<file path="config.mk">
export PLATFORM = sky130hd
export DESIGN_NAME = uart_cmd_sequencer_flat
export DESIGN_NICKNAME = d
export VERILOG_FILES = /design/src/rtl/uart_cmd_sequencer_pkg.sv /design/src/rtl/uart_cmd_sequencer_if.sv /design/src/rtl/uart_cmd_sequencer_rsp_buffer.sv /design/src/rtl/uart_cmd_sequencer.sv /design/src/flat_wrapper.sv
export SDC_FILE = /design/constraint.sdc
export NUM_CORES = 1
export LEC_CHECK = 0
export BUFFER_PORTS_ARGS = -buffer_cell sky130_fd_sc_hd__buf_2
export CAP_MARGIN = 20
export CORE_MARGIN = 1.5
export CORE_UTILIZATION = 57
export DETAILED_ROUTE_END_ITERATION = 16
export GPL_TIMING_DRIVEN = 0
export PLACE_DENSITY = 0.87
export SYNTH_ARGS = -nofsm -noshare
export SYNTH_HDL_FRONTEND = slang
export SYNTH_HIERARCHICAL = 1
export SYNTH_SLANG_ARGS = --single-unit
</file>
<file path="constraint.sdc">
create_clock -name clk -period 3.6 [get_ports clk]
set_input_delay 0.36 -clock clk [delete_from_list [all_inputs] [get_ports clk]]
set_output_delay 0.36 -clock clk [all_outputs]
set_load 0.1 [all_outputs]
</file>
<file path="src/rtl/uart_cmd_sequencer_pkg.sv">
// Shared constants, FSM state type and status bit positions
// for the uart command/response sequencer.
package uart_cmd_sequencer_pkg;

    localparam logic [7:0] CHR_CR     = 8'h0D;
    localparam logic [7:0] CHR_PROMPT = 8'h3E;

    // Bit positions inside the 5-bit status word.
    localparam int ST_TIMEOUT  = 4;
    localparam int ST_CMD_ERR  = 3;
    localparam int ST_LINE_ERR = 2;
    localparam int ST_RSP_OVF  = 1;
    localparam int ST_FIFO_OF  = 0;

    typedef enum logic [3:0] {
        S_IDLE,
        S_FLUSH,
        S_FLUSH_GAP,
        S_FETCH,
        S_SEND,
        S_SEND_GAP,
        S_RECV,
        S_RECV_GAP,
        S_FIN
    } state_t;

endpackage

</file>
<file path="src/rtl/uart_cmd_sequencer_if.sv">
// FIFO-side connection between the sequencer and the uart block.
// master: sequencer (drives strobes/w_data); slave: uart.
interface uart_cmd_sequencer_if;

    logic       wr_uart;
    logic [7:0] w_data;
    logic       tx_full;
    logic       rd_uart;
    logic [7:0] r_data;
    logic       rx_empty;
    logic       e_parity;
    logic       e_frame;
    logic       e_rxof;
    logic       e_txof;

    modport master (
        output wr_uart, w_data, rd_uart,
        input  tx_full, r_data, rx_empty,
        input  e_parity, e_frame, e_rxof, e_txof
    );

    modport slave (
        input  wr_uart, w_data, rd_uart,
        output tx_full, r_data, rx_empty,
        output e_parity, e_frame, e_rxof, e_txof
    );

endinterface

</file>
<file path="src/rtl/uart_cmd_sequencer_rsp_buffer.sv">
// Response buffer: simple dual-port sync RAM, 8 x 2**AW.
// Ports: i_we/i_waddr/i_wdata write; i_raddr -> o_rdata (1-cycle).
module uart_cmd_sequencer_rsp_buffer #(
    parameter int AW = 5
) (
    input  logic          clk,
    input  logic          reset_n,
    input  logic          i_we,
    input  logic [AW-1:0] i_waddr,
    input  logic [7:0]    i_wdata,
    input  logic [AW-1:0] i_raddr,
    output logic [7:0]    o_rdata
);

    logic [7:0] r_mem [0:(2**AW)-1];

    always_ff @(posedge clk) begin
        if (i_we) begin
            r_mem[i_waddr] <= i_wdata;
        end
    end

    // Non-blocking read: same-address write returns old data.
    always_ff @(posedge clk or negedge reset_n) begin
        if (!reset_n) begin
            o_rdata <= '0;
        end else begin
            o_rdata <= r_mem[i_raddr];
        end
    end

endmodule

</file>
<file path="src/rtl/uart_cmd_sequencer.sv">
// Streams one CR-terminated command from ROM to the uart TX FIFO,
// collects the reply up to the '>' prompt and reports len/status.
// Ports: clk, reset_n; i_start/i_cmd_base/i_to_limit run control;
// o_rom_addr/i_rom_data ROM; uart (FIFO side, master);
// i_rsp_raddr/o_rsp_rdata buffer read; o_rsp_len, o_busy,
// o_done, o_status {timeout,cmd_err,line_err,rsp_ovf,fifo_of}.
module uart_cmd_sequencer
    import uart_cmd_sequencer_pkg::*;
#(
    parameter int CMD_AW  = 5,
    parameter int RSP_AW  = 5,
    parameter int TO_BITS = 24,
    parameter int MAX_CMD = 32
) (
    input  logic                clk,
    input  logic                reset_n,
    input  logic                i_start,
    input  logic [CMD_AW-1:0]   i_cmd_base,
    input  logic [TO_BITS-1:0]  i_to_limit,
    output logic [CMD_AW-1:0]   o_rom_addr,
    input  logic [7:0]          i_rom_data,
    uart_cmd_sequencer_if.master uart,
    input  logic [RSP_AW-1:0]   i_rsp_raddr,
    output logic [7:0]          o_rsp_rdata,
    output logic [RSP_AW:0]     o_rsp_len,
    output logic                o_busy,
    output logic                o_done,
    output logic [4:0]          o_status
);

    localparam int CW = $clog2(MAX_CMD + 1);
    localparam logic [CW-1:0] CMD_LIM = CW'(MAX_CMD);
    localparam logic [RSP_AW:0] RSP_DEPTH = {1'b1, {RSP_AW{1'b0}}};

    state_t              r_state;
    state_t              w_state_nx;
    logic                r_gap;
    logic                w_gap_nx;
    logic [CMD_AW-1:0]   r_rom_addr;
    logic [CMD_AW-1:0]   w_rom_addr_nx;
    logic [7:0]          r_w_data;
    logic [7:0]          w_w_data_nx;
    logic [CW-1:0]       r_cnt;
    logic [CW-1:0]       w_cnt_nx;
    logic [TO_BITS-1:0]  r_to;
    logic [TO_BITS-1:0]  w_to_nx;
    logic [TO_BITS-1:0]  w_to_inc;
    logic [RSP_AW:0]     r_len;
    logic [RSP_AW:0]     w_len_nx;
    logic [4:0]          r_status;
    logic [4:0]          w_status_nx;
    logic                w_busy;
    logic                w_wr;
    logic                w_rd;
    logic                w_we;

    always_ff @(posedge clk or negedge reset_n) begin
        if (!reset_n) begin
            r_state    <= S_IDLE;
            r_gap      <= 1'b0;
            r_rom_addr <= '0;
            r_w_data   <= '0;
            r_cnt      <= '0;
            r_to       <= '0;
            r_len      <= '0;
            r_status   <= '0;
        end else begin
            r_state    <= w_state_nx;
            r_gap      <= w_gap_nx;
            r_rom_addr <= w_rom_addr_nx;
            r_w_data   <= w_w_data_nx;
            r_cnt      <= w_cnt_nx;
            r_to       <= w_to_nx;
            r_len      <= w_len_nx;
            r_status   <= w_status_nx;
        end
    end

    always_comb begin
        w_state_nx    = r_state;
        w_gap_nx      = r_gap;
        w_rom_addr_nx = r_rom_addr;
        w_w_data_nx   = r_w_data;
        w_cnt_nx      = r_cnt;
        w_to_nx       = r_to;
        w_len_nx      = r_len;
        w_status_nx   = r_status;
        w_wr          = 1'b0;
        w_rd          = 1'b0;
        w_we          = 1'b0;
        w_to_inc      = r_to + 1'b1;
        w_busy        = (r_state != S_IDLE) && (r_state != S_FIN);

        // uart error flags accumulate but never abort the run.
        if (w_busy) begin
            w_status_nx[ST_LINE_ERR] = r_status[ST_LINE_ERR]
                                     | uart.e_parity | uart.e_frame;
            w_status_nx[ST_FIFO_OF]  = r_status[ST_FIFO_OF]
                                     | uart.e_rxof | uart.e_txof;
        end

        unique case (r_state)
            S_IDLE: begin
                if (i_start) begin
                    w_rom_addr_nx = i_cmd_base;
                    w_status_nx   = '0;
                    w_len_nx      = '0;
                    w_cnt_nx      = '0;
                    w_state_nx    = S_FLUSH;
                end
            end
            S_FLUSH: begin
                if (!uart.rx_empty) begin
                    w_rd       = 1'b1;
                    w_gap_nx   = 1'b0;
                    w_state_nx = S_FLUSH_GAP;
                end else begin
                    w_state_nx = S_FETCH;
                end
            end
            S_FLUSH_GAP: begin
                if (r_gap) begin
                    w_state_nx = S_FLUSH;
                end else begin
                    w_gap_nx = 1'b1;
                end
            end
            S_FETCH: begin
                w_state_nx = S_SEND;
            end
            S_SEND: begin
                if (!uart.tx_full) begin
                    w_w_data_nx = i_rom_data;
                    w_cnt_nx    = r_cnt + 1'b1;
                    w_gap_nx    = 1'b0;
                    w_state_nx  = S_SEND_GAP;
                end
            end
            S_SEND_GAP: begin
                // w_data is registered in SEND, so the strobe
                // lands on the first gap cycle.
                w_wr = !r_gap;
                if (r_gap) begin
                    if (r_w_data == CHR_CR) begin
                        w_to_nx    = '0;
                        w_state_nx = S_RECV;
                    end else if (r_cnt == CMD_LIM) begin
                        w_status_nx[ST_CMD_ERR] = 1'b1;
                        w_state_nx = S_FIN;
                    end else begin
                        w_rom_addr_nx = r_rom_addr + 1'b1;
                        w_state_nx    = S_FETCH;
                    end
                end else begin
                    w_gap_nx = 1'b1;
                end
            end
            S_RECV: begin
                if (!uart.rx_empty) begin
                    w_rd    = 1'b1;
                    w_to_nx = '0;
                    if (uart.r_data == CHR_PROMPT) begin
                        w_state_nx = S_FIN;
                    end else begin
                        if (r_len < RSP_DEPTH) begin
                            w_we     = 1'b1;
                            w_len_nx = r_len + 1'b1;
                        end else begin
                            w_status_nx[ST_RSP_OVF] = 1'b1;
                        end
                        w_gap_nx   = 1'b0;
                        w_state_nx = S_RECV_GAP;
                    end
                end else if ((i_to_limit != '0)
                             && (w_to_inc == i_to_limit)) begin
                    w_status_nx[ST_TIMEOUT] = 1'b1;
                    w_state_nx = S_FIN;
                end else begin
                    w_to_nx = w_to_inc;
                end
            end
            S_RECV_GAP: begin
                if (r_gap) begin
                    w_state_nx = S_RECV;
                end else begin
                    w_gap_nx = 1'b1;
                end
            end
            S_FIN: begin
                w_state_nx = S_IDLE;
            end
            default: begin
                w_state_nx = S_IDLE;
            end
        endcase
    end

    uart_cmd_sequencer_rsp_buffer #(
        .AW (RSP_AW)
    ) u_rsp_buffer (
        .clk     (clk),
        .reset_n (reset_n),
        .i_we    (w_we),
        .i_waddr (r_len[RSP_AW-1:0]),
        .i_wdata (uart.r_data),
        .i_raddr (i_rsp_raddr),
        .o_rdata (o_rsp_rdata)
    );

    assign uart.wr_uart = w_wr;
    assign uart.rd_uart = w_rd;
    assign uart.w_data  = r_w_data;
    assign o_rom_addr   = r_rom_addr;
    assign o_rsp_len    = r_len;
    assign o_busy       = w_busy;
    assign o_done       = (r_state == S_FIN);
    assign o_status     = r_status;

endmodule
</file>
<file path="src/flat_wrapper.sv">
// flat-port wrapper written by rule: the top's interface ports become plain ports
module uart_cmd_sequencer_flat import uart_cmd_sequencer_pkg::*;
#(
    parameter int CMD_AW  = 5,
    parameter int RSP_AW  = 5,
    parameter int TO_BITS = 24,
    parameter int MAX_CMD = 32
)
  (clk, reset_n, i_start, i_cmd_base, i_to_limit, o_rom_addr, i_rom_data, i_rsp_raddr, o_rsp_rdata, o_rsp_len, o_busy, o_done, o_status, uart_wr_uart, uart_w_data, uart_rd_uart, uart_tx_full, uart_r_data, uart_rx_empty, uart_e_parity, uart_e_frame, uart_e_rxof, uart_e_txof);
  uart_cmd_sequencer_if uart_i ();
  input  logic clk;
  input  logic reset_n;
  input  logic i_start;
  input  logic [CMD_AW-1:0] i_cmd_base;
  input  logic [TO_BITS-1:0] i_to_limit;
  output logic [CMD_AW-1:0] o_rom_addr;
  input  logic [7:0] i_rom_data;
  input  logic [RSP_AW-1:0] i_rsp_raddr;
  output logic [7:0] o_rsp_rdata;
  output logic [RSP_AW:0] o_rsp_len;
  output logic o_busy;
  output logic o_done;
  output logic [4:0] o_status;
  output wire logic [$bits(uart_i.wr_uart)-1:0] uart_wr_uart;
  output wire logic [$bits(uart_i.w_data)-1:0] uart_w_data;
  output wire logic [$bits(uart_i.rd_uart)-1:0] uart_rd_uart;
  input wire logic [$bits(uart_i.tx_full)-1:0] uart_tx_full;
  input wire logic [$bits(uart_i.r_data)-1:0] uart_r_data;
  input wire logic [$bits(uart_i.rx_empty)-1:0] uart_rx_empty;
  input wire logic [$bits(uart_i.e_parity)-1:0] uart_e_parity;
  input wire logic [$bits(uart_i.e_frame)-1:0] uart_e_frame;
  input wire logic [$bits(uart_i.e_rxof)-1:0] uart_e_rxof;
  input wire logic [$bits(uart_i.e_txof)-1:0] uart_e_txof;
  assign uart_wr_uart = uart_i.wr_uart;
  assign uart_w_data = uart_i.w_data;
  assign uart_rd_uart = uart_i.rd_uart;
  assign uart_i.tx_full = uart_tx_full;
  assign uart_i.r_data = uart_r_data;
  assign uart_i.rx_empty = uart_rx_empty;
  assign uart_i.e_parity = uart_e_parity;
  assign uart_i.e_frame = uart_e_frame;
  assign uart_i.e_rxof = uart_e_rxof;
  assign uart_i.e_txof = uart_e_txof;
  uart_cmd_sequencer #(.CMD_AW(CMD_AW), .RSP_AW(RSP_AW), .TO_BITS(TO_BITS), .MAX_CMD(MAX_CMD)) u_core (.clk(clk), .reset_n(reset_n), .i_start(i_start), .i_cmd_base(i_cmd_base), .i_to_limit(i_to_limit), .o_rom_addr(o_rom_addr), .i_rom_data(i_rom_data), .uart(uart_i), .i_rsp_raddr(i_rsp_raddr), .o_rsp_rdata(o_rsp_rdata), .o_rsp_len(o_rsp_len), .o_busy(o_busy), .o_done(o_done), .o_status(o_status));
endmodule
</file>
== Word-level counts from Yosys, hierarchy flattened ==
Memories as Yosys holds them, arrays and structs flattened. A register that Yosys moved wholly into a read port is not among the register bits.
Index checks and enable logic that the tools add are counted.

* $add $sub $neg: 4
* $lt $le $gt $ge: 1
* Equal/unequal tests: 31
* Mux-type cells: 59
* Bitwise operators: 5
* Reduce and logical (&&, ||, !) cells: 24

{| class="wikitable"
|+ Operator list
! cell !! count
|-
| 2-to-1 mux 24 bit || 4
|-
| case mux 24 bit (2 select lines) || 1
|-
| 2-to-1 mux 4 bit || 10
|-
| case mux 4 bit (8 select lines) || 1
|-
| 2-to-1 mux 6 bit || 5
|-
| 2-to-1 mux 1 bit || 26
|-
| 2-to-1 mux 5 bit || 5
|-
| AND reduction 5 bit || 5
|-
| adder 24 x 1 -> 24 bit, second input constant || 1
|-
| equality test 24 bit || 1
|-
| case mux 6 bit (2 select lines) || 2
|-
| nonzero test 24 bit || 1
|-
| != test 2 bit, second input constant || 9
|-
| equality test 4 x 3 -> 1 bit, second input constant || 4
|-
| != test 2 x 1 -> 1 bit, second input constant || 7
|-
| adder 6 x 1 -> 6 bit, second input constant || 2
|-
| case mux 5 bit (2 select lines) || 1
|-
| equality test 4 x 2 -> 1 bit, second input constant || 2
|-
| equality test 8 x 4 -> 1 bit, second input constant || 1
|-
| equality test 8 x 6 -> 1 bit, second input constant || 1
|-
| AND reduction 4 bit || 2
|-
| nonzero test 2 bit || 4
|-
| nonzero test 4 bit || 2
|-
| equality test 6 bit, second input constant || 1
|-
| 19 further kinds || 26
|}

* Register bits after elaboration: 59
* RAM bits: 256
* Input bits: 59
* Word-level logic and storage cells: 136
* Memories: 1

{| class="wikitable"
|+ Memories
! memory !! words !! bits a word !! rd ports !! clocked after Yosys merged registers in !! write ports !! RTL line !! text
|-
| u_core.u_rsp_buffer.r_mem || 32 || 8 || 1 || 1 || 1 || uart_cmd_sequencer_rsp_buffer.sv:15 || <nowiki>logic [7:0] r_mem [0:(2**AW)-1];</nowiki>
|}

== Logic depth before layout (Yosys ltp) ==
* Word-level depth: 7
* Depth in mapped cells: 12
* Gate-level depth less buffers: 10

== By module ==
Netlist, hierarchy kept.

{| class="wikitable"
|+ By module, submodules not included
! module !! instances !! cells an instance !! area an instance (µm²) !! seq. area each (µm²)
|-
| uart_cmd_sequencer_rsp_buffer || 1 || 417 || 10093.4 || 7887.6
|-
| uart_cmd_sequencer || 1 || 557 || 4474.3 || 1476.4
|}

== Worst setup path after synthesis ==
No wires, ideal clock.

* Kind: register -> register
* Start: register u_core.r_state[3]
* End: register u_core.r_rom_addr[2] (netlist: u_core/o_rom_addr[2])
* Arrival: 3.793 ns
* Required time: 3.455 ns
* Setup slack: -0.338 ns
* Cell stages (with the launch flop): 8
* Clock period less this slack: 3.938 ns
* Path through: dfrtp_1 clkbuf_1 inv_1 nand2_1 nor3_1 nor2_1 a21oi_1 a21oi_1

* Longest elaborated chain between the ends: 3
* Elaborated cells on any way between the ends: 9

{| class="wikitable"
|+ Ends and longest elaborated chain
! item !! RTL line !! text
|-
| from (decl) || uart_cmd_sequencer.sv:35 || <nowiki>state_t r_state;</nowiki>
|-
| from (signal assigned) || uart_cmd_sequencer.sv:68 || <nowiki>r_state <= w_state_nx;</nowiki>
|-
| equality test 4 x 3 -> 1 bit / logical NOT 4 bit (equally long branches) || uart_cmd_sequencer.sv:102 || <nowiki>unique case (r_state)</nowiki>
|-
| != test 2 bit (no line), or another cell as far along || n/a ||
|-
| AND reduction 5 bit (no line) || n/a ||
|-
| to (signal assigned) || uart_cmd_sequencer.sv:70 || <nowiki>r_rom_addr <= w_rom_addr_nx;</nowiki>
|-
| to (decl) || uart_cmd_sequencer.sv:39 || <nowiki>logic [CMD_AW-1:0] r_rom_addr;</nowiki>
|}

Parallel ways exist; a longest one is shown, timed or not.
A chain may end at the register's enable or synchronous reset.

== Worst setup path after layout ==
* Start: register u_core.r_state[2]
* End: memory u_core.u_rsp_buffer.r_mem[10][4], enable pin

* Longest elaborated chain between the ends: 4

{| class="wikitable"
|+ Ends and longest elaborated chain
! item !! RTL line !! text
|-
| equality test 4 x 3 -> 1 bit || uart_cmd_sequencer.sv:102 ||
|-
| 2-to-1 mux 1 bit || uart_cmd_sequencer.sv:102 ||
|-
| via u_core.w_we || uart_cmd_sequencer.sv:55 || <nowiki>logic w_we;</nowiki>
|-
| 2-to-1 mux 1 bit || uart_cmd_sequencer_rsp_buffer.sv:18 || <nowiki>if (i_we) begin</nowiki>
|-
| 2-to-1 mux 1 bit (implied by the code) || uart_cmd_sequencer_rsp_buffer.sv:19 || <nowiki>r_mem[i_waddr] <= i_wdata;</nowiki>
|-
| to (decl) || uart_cmd_sequencer_rsp_buffer.sv:15 ||
|}

The timed path passes the listed nets, and every way through them passes these cells.

==> summary.md <==
## Status
• finished, violations left — result of the run
• hold timing — failing checks

## Layout
• 25.0% — share of cells above drive strength 1
• 13.6% — layout overhead on the synthesized area
• 65.9% — Util after Layout
• 0.00498 mm^2 — area used by multi-input combinational logic
• 1162 — fin nets
• 1453 — fin cells
• 0.0165 mm^2 — Layout Cell Area excl Fill
• 0 — Diodes inserted
• 1719 — final-layout fill cell count
• 0.00936 mm^2 — Reg area

## Die
• 58.0% — starting density of the core
• 0.0251 mm^2 — placeable core region
• 163 um — height of the die
• 163 um — Horiz. Die Dim
• 95 — Top Ports
• 58 — Site Rows
• 0.0265 mm^2 — Die Footprint

## STA
• 0.933 ns — actual slew at the worst max-slew pin
• 3.53 ns — shortest clock period the worst path allows after layout
• 0.0225 ns — Final Skew
• 0 — number of setup violations in the final report
• 0.283 GHz — Highest Clock Rate
• yes — setup repair after global routing missed its margin
• 98.1% — share of the clock period used by the worst path after layout
• 0 ns — final sum of negative setup slack
• -0.0128 ns — Post-Route Hold Slack
• 9 — Hold Violations, Final
• 37.8% — slew margin rel.
• 0 — Pins Over Slew Limit
• 0.0698 ns — Worst Setup Slack, final

## Yosys
• multiplexers — combinational family with the most area after synthesis
• 6 — Synth warnings
• 323 — FF+latch count, synth
• edfxtp_1 — Yosys top cell by area
• 52.8% — share of the synthesized area in the top cell type
• edfxtp_1 — Post-synth top flop
• edfxtp_1 (53%), mux4_2 (12%), dfrtp_1 (12%) — most area-consuming cells after synthesis
• 4.90% — Synth Area in Compound Gates
• 15.0 um^2 — Mean Syn Cell Area
• 11.8% — share of synthesized cell area in and, or, nand and nor gates
• 1038 — Post-Synthesis Net Count
• 0.0146 mm^2 — synthesized cell area
• 64 — count of distinct cell types in the synthesized netlist
• edfxtp_1 (256), nor2_1 (93), mux4_2 (80) — most instantiated cells after synthesis
• 974 — cell count after synthesis
• 2.22% — post-synthesis xor/xnor area fraction
• 14.1% — share of synthesized area spent on multiplexers
• 256 — number of synthesized flops with an enable pin
• 64.3% — proportion of synthesized chip area in sequential cells
• 0.429% — fraction of the mapped netlist area in adder cells
• 20.7% — proportion of synthesized flip-flops having asynchronous set or reset
• edfxtp_1 — most frequent cell after synthesis

## Global route
• 9225 — number of global-route vias before repair
• 54900 um — wire length of the first global-routing pass
• 68 — maximum number of pins on one net before global-route repair
• 0 — Overflow after GRT
• 1 — antenna violations before repair
• 28.0% — global-route usage over all layers

## Critical path
• register — crit end category
• register — CP startpoint kind
• 3.74 ns — Required @ worst endpoint
• reg2reg — critical path type
• 10 — largest fanout of any net on the critical path
• 3.67 ns — data arrival at the endpoint of the critical path

## Clock network
• 0.52 ns — clock latency on the worst-skew pair
• 34 — TritonCTS Buffers
• 0.06 ns — clock slew seen by the registers of the worst setup and hold paths
• 323 — clock sink count
• 3 — Max Root-Sink Buffers
• clkbuf_16 — Root Driver
• 2 — CTS H-tree depth
• 0 — cts hold-fix bufs
• yes — CTS tree
• 0 — number of post-CTS setup repair buffers

## Power and ir drop
• 30.9% — clock network fraction of total power
• 640 mW/mm^2 — ratio of total power to cell area
• 10.6 mW — Final Total Pwr
• 3.67 mW — sw power
• 6.92 mW — Pint
• 0.000940 V — maximum resistive drop on vdd
• 34.7% — Net Sw Frac
• 5.78 nW — Leakage Power
• 43.1% — part of the power in registers
• 26.0% — Gate power share

## Placement
• 0.905 — GPL Wtd Cong
• -0.478 ns — worst setup timing slack at the placement stage
• 89 — IO Port Bufs
• 23000 um — HPWL after detailed placement
• 1393 — number of cells after detailed placement
• 0.0154 mm^2 — area of placed instances

## Route
• 6.56 — average via count per standard cell
• 5 — number of optimization iterations in the first detailed-route pass
• 979 — count of routing violations after the opening detailed-route iteration
• 0 — number of antenna-violating nets in the routed design
• 24.8 um — Routed wire per std cell
• 9532 — vias
• 0 — DRC violations left
• 36000 um — total length of routed wires

## Hold path
• in2async — type of the worst min-delay path

## Run
• 0 — max cap viols

==> placed cells by master (no fill, tap or decap), types with 7 or more instances in the layout <==
cell       instances
clkbuf_16         35
nand3_1           38
edfxtp_1         256
clkbuf_1          47
buf_2             95
inv_1             13
nand2_1           59
nor3_1            12
and3_1             8
mux4_2            80
nor2_1            79
nor4_1            12
xnor2_1           16
nand4_1           26
xor2_1            21
nand2b_1           7
o21ai_0           18
nor2b_1           23
dfrtp_1           67
mux2_2            17
o211ai_1          18
nor2_4             8
a21oi_1           31
buf_4              9
and4_1             8
==> cell families after synthesis <==
family	after synthesis
compound gates	104
xor+xnor	37
fa+ha+maj	5
buf+inv	74
flops	323
mux	103
simple gates	328
==> flip-flops by register name, summed over array words and instances, names as in the netlist <==
name                         cells
u_core/u_rsp_buffer/r_mem      256
u_core/r_to                     24
u_core/u_rsp_buffer/o_rdata      8
u_core/uart.w_data               8
u_core/o_rsp_len                 6
u_core/r_cnt                     6
u_core/o_rom_addr                5
u_core/o_status                  5
u_core/r_state                   4
u_core/r_gap                     1
==> power groups by stage <==
stage / sequential, mW / combinational [mW] / clock [mW]
2_1_floorplan: 5.31 / 1.38 / 0
6_report: 4.56 / 2.75 / 3.27
4_1_cts: 4.56 / 2.72 / 3.30
5_1_grt: 4.60 / 2.95 / 3.43
3_5_place_dp: 4.63 / 2.70 / 0
3_3_place_gp: 4.61 / 2.64 / 0
==> per-layer routing <==
layer | up-vias | wire (um) | GRT usage (%)
met5 | - | 13 | 0
met4 | 2 | 1300 | 10.2
met3 | 103 | 3160 | 5.02
met2 | 606 | 18100 | 47.2
met1 | 4771 | 13500 | 36.8
li1 | 4050 | - | -
==> final timing paths <==
| kind | start | cells after the start | slack, ns | endpoint |
|---|---|---|---|---|
| worst min-delay path | reset_n | 1 | -0.01 | u_core/r_to[15] |
| max in group asynchronous | reset_n | 1 | 3.00 | u_core/u_rsp_buffer/o_rdata[3] |
| worst max-delay path | u_core/r_state[2] | 8 | 0.07 | u_core/u_rsp_buffer/r_mem[10][4] |
| worst min register to register | u_core/o_status[4] | 2 | 0.50 | u_core/o_status[4] |
| min in group clk | i_rom_data[5] | 2 | 0.09 | u_core/uart.w_data[5] |
| worst max register to register | u_core/r_state[2] | 8 | 0.07 | u_core/u_rsp_buffer/r_mem[10][4] |
==> worst max-delay path, stage by stage, from the launching register on <==
cell and delay [ns]:
dfrtp_1 0.33, clkbuf_1 0.31, nand2_1 0.15, nor3_1 0.39, and2_1 0.24, nor2b_1 0.13, clkbuf_1 0.34, nand3b_1 0.46
nor2_1 0.82
==> what timing repair did <==
item,4_1_cts,5_1_grt
setup endpoints to repair,63,282
gates resized for setup,0,25
pin swaps,0,0
==> cell type report <==
| cell class | count | share of cell area, % |
|---|---|---|
| clock buffer | 44 | 5.50 |
| timing repair buffer | 89 | 2.71 |
| inverter | 13 | 0.295 |
| buffer | 60 | 1.64 |
| clock inverter | 17 | 0.711 |
| multi-input combinational | 577 | 30.1 |
| sequential | 323 | 56.6 |
| tap | 330 | 2.50 |
Power figures use the tool's default switching activity.
